File: src/rtl/mdu_div_seq_if.sv
// Divider request/response bundle between the execute stage and mdu_div_seq.
// Carries the operands, the start/abort controls, and the registered results.
// Optional abort signal is present only when MDU_DIV_ABORT_EN is defined.
interface mdu_div_seq_if #(
    parameter int WIDTH = 32
);
    logic             start;
`ifdef MDU_DIV_ABORT_EN
    logic             abort;
`endif
    logic             is_signed;
    logic [WIDTH-1:0] dividend;
    logic [WIDTH-1:0] divisor;
    logic             busy;
    logic             done;
    logic [WIDTH-1:0] quotient;
    logic [WIDTH-1:0] remainder;
    logic             div_zero;

    // Pipeline side: issues divides, consumes results.
    modport master (
        output start,
`ifdef MDU_DIV_ABORT_EN
        output abort,
`endif
        output is_signed,
        output dividend,
        output divisor,
        input  busy,
        input  done,
        input  quotient,
        input  remainder,
        input  div_zero
    );

    // Divider side.
    modport slave (
        input  start,
`ifdef MDU_DIV_ABORT_EN
        input  abort,
`endif
        input  is_signed,
        input  dividend,
        input  divisor,
        output busy,
        output done,
        output quotient,
        output remainder,
        output div_zero
    );
endinterface

File: src/rtl/mdu_div_seq.sv
// Radix-2 restoring DIV/DIVU, one quotient bit per clock; quotient -> LO, remainder -> HI.
// Latency: done pulses WIDTH clocks after the accepting edge; back-to-back start accepted in DONE.
// Backpressure: busy stalls the pipeline; start during CALC is ignored. Optional MDU_DIV_ABORT_EN adds abort.
module mdu_div_seq #(
    parameter int               WIDTH  = 32,
    parameter logic [WIDTH-1:0] ZERO_Q = {WIDTH{1'b1}}
) (
    input  logic          clk,
    input  logic          rst,
    mdu_div_seq_if.slave  bus
);
    localparam int CW = $clog2(WIDTH) + 1;
    localparam logic [CW-1:0] LAST_CNT = CW'(WIDTH - 1);

    typedef enum logic [1:0] {
        IDLE = 2'd0,
        CALC = 2'd1,
        DONE = 2'd2
    } state_t;

    state_t           state_q;
    logic [CW-1:0]    cnt_q;
    logic [WIDTH-1:0] rem_q;        // partial remainder
    logic [WIDTH-1:0] quo_q;        // dividend bits shifting out, quotient bits shifting in
    logic [WIDTH-1:0] dvs_q;        // divisor magnitude
    logic [WIDTH-1:0] dvd_raw_q;    // original dividend, returned on divide-by-zero
    logic             sgn_q;
    logic             neg_dvd_q;
    logic             neg_dvs_q;
    logic             dvs_zero_q;
    logic             busy_q;
    logic             done_q;
    logic [WIDTH-1:0] quotient_q;
    logic [WIDTH-1:0] remainder_q;
    logic             div_zero_q;

    logic [WIDTH:0]   rem_ext;
    logic [WIDTH:0]   diff;
    logic [WIDTH-1:0] rem_d;
    logic [WIDTH-1:0] quo_d;
    logic [WIDTH-1:0] q_fin;
    logic [WIDTH-1:0] r_fin;
    logic [WIDTH-1:0] dvd_mag;
    logic [WIDTH-1:0] dvs_mag;
    logic             abort_w;

`ifdef MDU_DIV_ABORT_EN
    assign abort_w = bus.abort;
`else
    assign abort_w = 1'b0;
`endif

    // One restoring step plus sign fix-up of the step's result and operand magnitudes at accept.
    always_comb begin
        rem_ext = {rem_q, quo_q[WIDTH-1]};
        diff    = rem_ext - {1'b0, dvs_q};
        quo_d   = {quo_q[WIDTH-2:0], ~diff[WIDTH]};
        rem_d   = diff[WIDTH] ? rem_ext[WIDTH-1:0] : diff[WIDTH-1:0];

        q_fin = (sgn_q && (neg_dvd_q ^ neg_dvs_q)) ? -quo_d : quo_d;
        r_fin = (sgn_q && neg_dvd_q) ? -rem_d : rem_d;
        if (dvs_zero_q) begin
            q_fin = ZERO_Q;
            r_fin = dvd_raw_q;
        end

        // |0x8000_0000| stays 0x8000_0000, which is correct as an unsigned magnitude.
        dvd_mag = (bus.is_signed && bus.dividend[WIDTH-1]) ? -bus.dividend : bus.dividend;
        dvs_mag = (bus.is_signed && bus.divisor[WIDTH-1])  ? -bus.divisor  : bus.divisor;
    end

    // Control FSM, datapath registers and registered outputs.
    always_ff @(posedge clk or negedge rst) begin
        if (!rst) begin
            state_q     <= IDLE;
            cnt_q       <= '0;
            rem_q       <= '0;
            quo_q       <= '0;
            dvs_q       <= '0;
            dvd_raw_q   <= '0;
            sgn_q       <= 1'b0;
            neg_dvd_q   <= 1'b0;
            neg_dvs_q   <= 1'b0;
            dvs_zero_q  <= 1'b0;
            busy_q      <= 1'b0;
            done_q      <= 1'b0;
            quotient_q  <= '0;
            remainder_q <= '0;
            div_zero_q  <= 1'b0;
        end else begin
            done_q <= 1'b0;
            case (state_q)
                CALC: begin
                    if (abort_w) begin
                        // Flush: drop the operation, keep the previous results.
                        state_q <= IDLE;
                        busy_q  <= 1'b0;
                    end else begin
                        rem_q <= rem_d;
                        quo_q <= quo_d;
                        cnt_q <= cnt_q + CW'(1);
                        if (cnt_q == LAST_CNT) begin
                            state_q     <= DONE;
                            busy_q      <= 1'b0;
                            done_q      <= 1'b1;
                            quotient_q  <= q_fin;
                            remainder_q <= r_fin;
                            div_zero_q  <= dvs_zero_q;
                        end
                    end
                end
                default: begin
                    // IDLE and DONE both accept a new request.
                    if (bus.start) begin
                        state_q    <= CALC;
                        busy_q     <= 1'b1;
                        cnt_q      <= '0;
                        rem_q      <= '0;
                        quo_q      <= dvd_mag;
                        dvs_q      <= dvs_mag;
                        dvd_raw_q  <= bus.dividend;
                        sgn_q      <= bus.is_signed;
                        neg_dvd_q  <= bus.dividend[WIDTH-1];
                        neg_dvs_q  <= bus.divisor[WIDTH-1];
                        dvs_zero_q <= (bus.divisor == '0);
                    end else begin
                        state_q <= IDLE;
                    end
                end
            endcase
        end
    end

    assign bus.busy      = busy_q;
    assign bus.done      = done_q;
    assign bus.quotient  = quotient_q;
    assign bus.remainder = remainder_q;
    assign bus.div_zero  = div_zero_q;
endmodule

File: src/flat_wrapper.sv
// flat-port wrapper written by rule: the top's interface ports become plain ports
module mdu_div_seq_flat 
#(
    parameter int               WIDTH  = 32,
    parameter logic [WIDTH-1:0] ZERO_Q = {WIDTH{1'b1}}
)
  (clk, rst, bus_start, bus_is_signed, bus_dividend, bus_divisor, bus_busy, bus_done, bus_quotient, bus_remainder, bus_div_zero);
  mdu_div_seq_if #(.WIDTH(WIDTH)) bus_i ();
  input  logic clk;
  input  logic rst;
  input wire logic [$bits(bus_i.start)-1:0] bus_start;
  input wire logic [$bits(bus_i.is_signed)-1:0] bus_is_signed;
  input wire logic [$bits(bus_i.dividend)-1:0] bus_dividend;
  input wire logic [$bits(bus_i.divisor)-1:0] bus_divisor;
  output wire logic [$bits(bus_i.busy)-1:0] bus_busy;
  output wire logic [$bits(bus_i.done)-1:0] bus_done;
  output wire logic [$bits(bus_i.quotient)-1:0] bus_quotient;
  output wire logic [$bits(bus_i.remainder)-1:0] bus_remainder;
  output wire logic [$bits(bus_i.div_zero)-1:0] bus_div_zero;
  assign bus_i.start = bus_start;
  assign bus_i.is_signed = bus_is_signed;
  assign bus_i.dividend = bus_dividend;
  assign bus_i.divisor = bus_divisor;
  assign bus_busy = bus_i.busy;
  assign bus_done = bus_i.done;
  assign bus_quotient = bus_i.quotient;
  assign bus_remainder = bus_i.remainder;
  assign bus_div_zero = bus_i.div_zero;
  mdu_div_seq #(.WIDTH(WIDTH), .ZERO_Q(ZERO_Q)) u_core (.clk(clk), .rst(rst), .bus(bus_i));
endmodule
File: config.mk
export PLATFORM = sky130hd
export DESIGN_NAME = mdu_div_seq_flat
export DESIGN_NICKNAME = d
export VERILOG_FILES = /design/src/rtl/mdu_div_seq_if.sv /design/src/rtl/mdu_div_seq.sv /design/src/flat_wrapper.sv
export SDC_FILE = /design/constraint.sdc
export NUM_CORES = 1
export LEC_CHECK = 0
export ABC_AREA = 0
export CAP_MARGIN = 0
export CORE_MARGIN = 2
export CORE_UTILIZATION = 40
export CTS_BUF_LIST = sky130_fd_sc_hd__clkbuf_16
export DETAILED_ROUTE_END_ITERATION = 7
export PLACE_DENSITY = 0.6
export SLEW_MARGIN = 5
export SYNTH_ARGS = -nofsm -noshare
export SYNTH_HDL_FRONTEND = slang
export SYNTH_SLANG_ARGS = --single-unit
File: constraint.sdc
create_clock -name clk -period 5.9 [get_ports clk]
set_clock_uncertainty 0.1 [all_clocks]
set_input_delay 1.18 -clock clk [delete_from_list [all_inputs] [get_ports clk]]
set_output_delay 1.18 -clock clk [all_outputs]
set_load 0.005 [all_outputs]
==> reports/qor.txt <==
First-pass GRT wire length -> 62600 um
Synth warn -> 0
CP required -> 6280 ps
Finished Layout Cells -> 2163
CP Max Fanout -> 11
Slew margin rel. -> 0.306
CTS tree -> yes
Drt pass-1 iters -> 6
Fmax -> 195 MHz
Diodes inserted -> 0
Die W -> 188 um
Post-synthesis average cell area -> 8.41 um2
Row cnt -> 67
Vias in the first global route -> 11.9k
Die Y-Extent -> 188 um
Largest net degree at the start of global routing -> 124
Sw power -> 5.31 mW
RSZ-0062 raised after global routing -> no
Final worst path period need -> 5130 ps
# IOs -> 135
Maximum clock path buffer count -> 3
Cell count after synthesis -> 1613
Number of CTS-inserted buffers -> 25
PortBufs -> 134
Nets -> 1802
Initial DRC count -> 900
Max-slew violations -> 0
Setup_tns -> 0 ps
Status -> completed
Part of the power in registers -> 0.245
Clk sinks -> 206
Multi-input gate area -> 7830 um2
HPWL Detailed -> 27400 um
Via density per instance -> 5.53
# fillers -> 3204
Total gr overflow -> 0
Crit end category -> flop
Post-synthesis sequential area ratio -> 0.380
Layout cells sized above 1 -> 0.0647
Leak pwr -> 6.64 nW
Core area -> 33400 um2
DRC -> 0
Clock power frac -> 0.138
FFs w/ async S/R, synth -> 1.00
Combinational share of power -> 0.617
PD cells -> 693 nW/um2
Post-CTS Setup Bufs -> 0
Arr. time, crit path -> 5510 ps
Die footprint -> 35400 um2
Setup violators final -> 0
Post-CTS sizing -> 0
Mapped Nets -> 1719
Worst min path class -> flop to flop
Total track usage -> 0.215
Post-synth design cell area -> 13600 um2
Inst Count DP -> 2117
EDFF count, synth -> 0
Starting Density -> 0.405
Number of H-tree branching levels -> 1
Crit share post-route -> 0.870
Yosys reg bits -> 206
Routed length per instance -> 17.5 um
Maxcap violations -> 0
Crit start category -> flop
P_int -> 5.80 mW
Critical path class -> flop to flop
Fin util -> 0.479
Worst-Skew Late Latency -> 550 ps
Switching Share -> 0.478
Least-Margin Pin Slew -> 1030 ps
VDD IR-drop max -> 0.000315 V
GPL Wtd Cong -> 0.883
DR vias -> 12.0k
Antenna violations before repair -> 0
Hold-fix buffers, CTS -> 0
Syn-to-layout area delta -> 18.2%
Netlist cell types -> 87
Synth Flop Type -> dfrtp_1
Routed Antenna Nets -> 0
Root Buffer -> clkbuf_16
Routed Wire Length -> 37800 um
Clk slew on worst S/H paths -> 60 ps
Reg area -> 5160 um2
Hold Fails Final Rpt -> 0
[routing by layer]
| layer | vias to the layer above | global-route usage | share of wire |
|---|---|---|---|
| li1 | 5893 | - | - |
| met1 | 5762 | 0.283 | 0.45 |
| met2 | 259 | 0.375 | 0.49 |
| met3 | 57 | 0.0277 | 0.041 |
| met4 | 0 | 0.0539 | 0.023 |
| met5 | - | 0 | 0 |
[cells by family (layout without fill, tap and decap cells)]
kind of cell | after synthesis | after routing | synth area share
muxes | 59 | 59 | 0.0468
xor gates and xnor gates | 131 | 131 | 0.0846
adders and majority gates | 38 | 38 | 0.0356
buffers and inverters | 151 | 253 | 0.0441
and+or+nand+nor | 537 | 537 | 0.194
AOI/OAI and AO/OA | 491 | 491 | 0.215
DFF | 206 | 206 | 0.380
[synthesized netlist by cell type (4+ instances only)]
library cell  number  share of area
nand2_1          209          0.058
dfrtp_1          206           0.38
o21ai_0          201          0.074
a21oi_1          137          0.051
nor2_1           114          0.032
xnor2_1           77          0.050
clkbuf_1          69          0.019
inv_1             57          0.016
xor2_1            54          0.035
ha_1              37          0.034
nand3b_1          37          0.020
nor3_1            37          0.014
mux2_2            32          0.027
mux2i_1           26          0.019
nor4_1            24          0.011
o21ai_1           24         0.0089
nand3_1           22         0.0081
or3_1             22          0.010
o31ai_1           17         0.0094
a31oi_1           15         0.0069
buf_1             12         0.0033
o21a_1            11         0.0061
o211ai_1          10         0.0055
a211oi_1           9         0.0050
a21o_1             9         0.0050
and2_1             9         0.0042
and3_1             9         0.0042
nand2b_1           9         0.0042
o41ai_1            9         0.0058
or4_1              9         0.0050
buf_2              7         0.0026
nand4_1            6         0.0028
o21bai_1           5         0.0028
and4_1             4         0.0026
nor3b_1            4         0.0022
o2111ai_1          4         0.0026
[area by class of cell]
class | instances | area share
flip-flops and latches | 206 | 0.322
repair buffers | 148 | 0.0902
clock buffers | 25 | 0.0390
multi-input cells | 1256 | 0.488
inverters | 59 | 0.0140
well taps | 448 | 0.0350
clock inverters | 21 | 0.0116
[worst max-delay path, stage by stage, from the launching register on]
cell       delay, ps
dfrtp_1          500
inv_1            130
ha_1             250
fa_1             400
and2b_1          240
o2111ai_2        190
a2111o_1         550
a21oi_2          190
o21a_2           340
nor2_8            70
inv_4            120
nor2_1            50
a21oi_1          210
ha_1             340
nand3_1          110
o31a_1           360
nand4b_4         250
nor3_1           260
nor3_1            80
a21o_1           180
a21oi_1          120
[sequential cells by signal, indices dropped and copies added, names as in the netlist, 2 cells and up]
signal	cells
u_core.bus.remainder	32
u_core.dvd_raw_q	31
u_core.state_q	2
u_core.bus.quotient	32
u_core.cnt_q	6
u_core.rem_q	32
u_core.dvs_q	32
u_core.quo_q	32
[metrics by stage]
| stage | area, um2 | power, mW | worst slack [ps] | hold WS [ps] |
|---|---|---|---|---|
| after floorplan | 13600 | 7.60 | 965 | 350 |
| after global placement | 15200 | 9.43 | 811 | 366 |
| final | 16000 | 11.1 | 766 | 378 |
| after CTS | 16000 | 11.1 | 794 | 384 |
| after global routing | 16000 | 12.2 | 410 | 407 |
| after detailed placement | 15200 | 9.54 | 695 | 367 |
[final timing paths]
path	startpoint	endpoint	slack (ps)	cells after the start
setup / recovery	u_core.quo_q[31]	u_core.bus.remainder[28]	770	20
hold / removal	u_core.dvs_q[16]	u_core.dvs_q[16]	380	2
setup reg to reg	u_core.quo_q[31]	u_core.bus.remainder[28]	770	20
hold reg to reg	u_core.dvs_q[16]	u_core.dvs_q[16]	380	2
max in group asynchronous	rst	u_core.bus.quotient[4]	3700	2
min in group asynchronous	rst	u_core.dvs_q[4]	710	1
[cell usage in the layout, fill, tap and decap left out, drive strengths merged, types with 11 or more instances in the layout]
| cell type | n |
|---|---|
| nor3 | 38 |
| xor2 | 54 |
| ha | 37 |
| o21ai | 225 |
| clkdlybuf4s50 | 132 |
| nand3b | 37 |
| or3 | 23 |
| nor2 | 115 |
| a31oi | 15 |
| o31ai | 20 |
| nand3 | 22 |
| inv | 66 |
| clkbuf | 26 |
| dfrtp | 206 |
| nor4 | 24 |
| nand2 | 209 |
| o41ai | 11 |
| o21a | 12 |
| buf | 15 |
| mux2i | 27 |
| mux2 | 32 |
| xnor2 | 77 |
| a21oi | 139 |
[power groups by stage]
stage / sequential, mW / combinational [mW] / clock [mW]
floorplan: 2.53 / 5.07 / 0
global placement: 2.73 / 6.70 / 0
detailed placement: 2.74 / 6.80 / 0
CTS: 2.72 / 6.84 / 1.57
global route: 2.80 / 7.71 / 1.64
finish: 2.72 / 6.85 / 1.54
(Power assumes the default switching activity.)
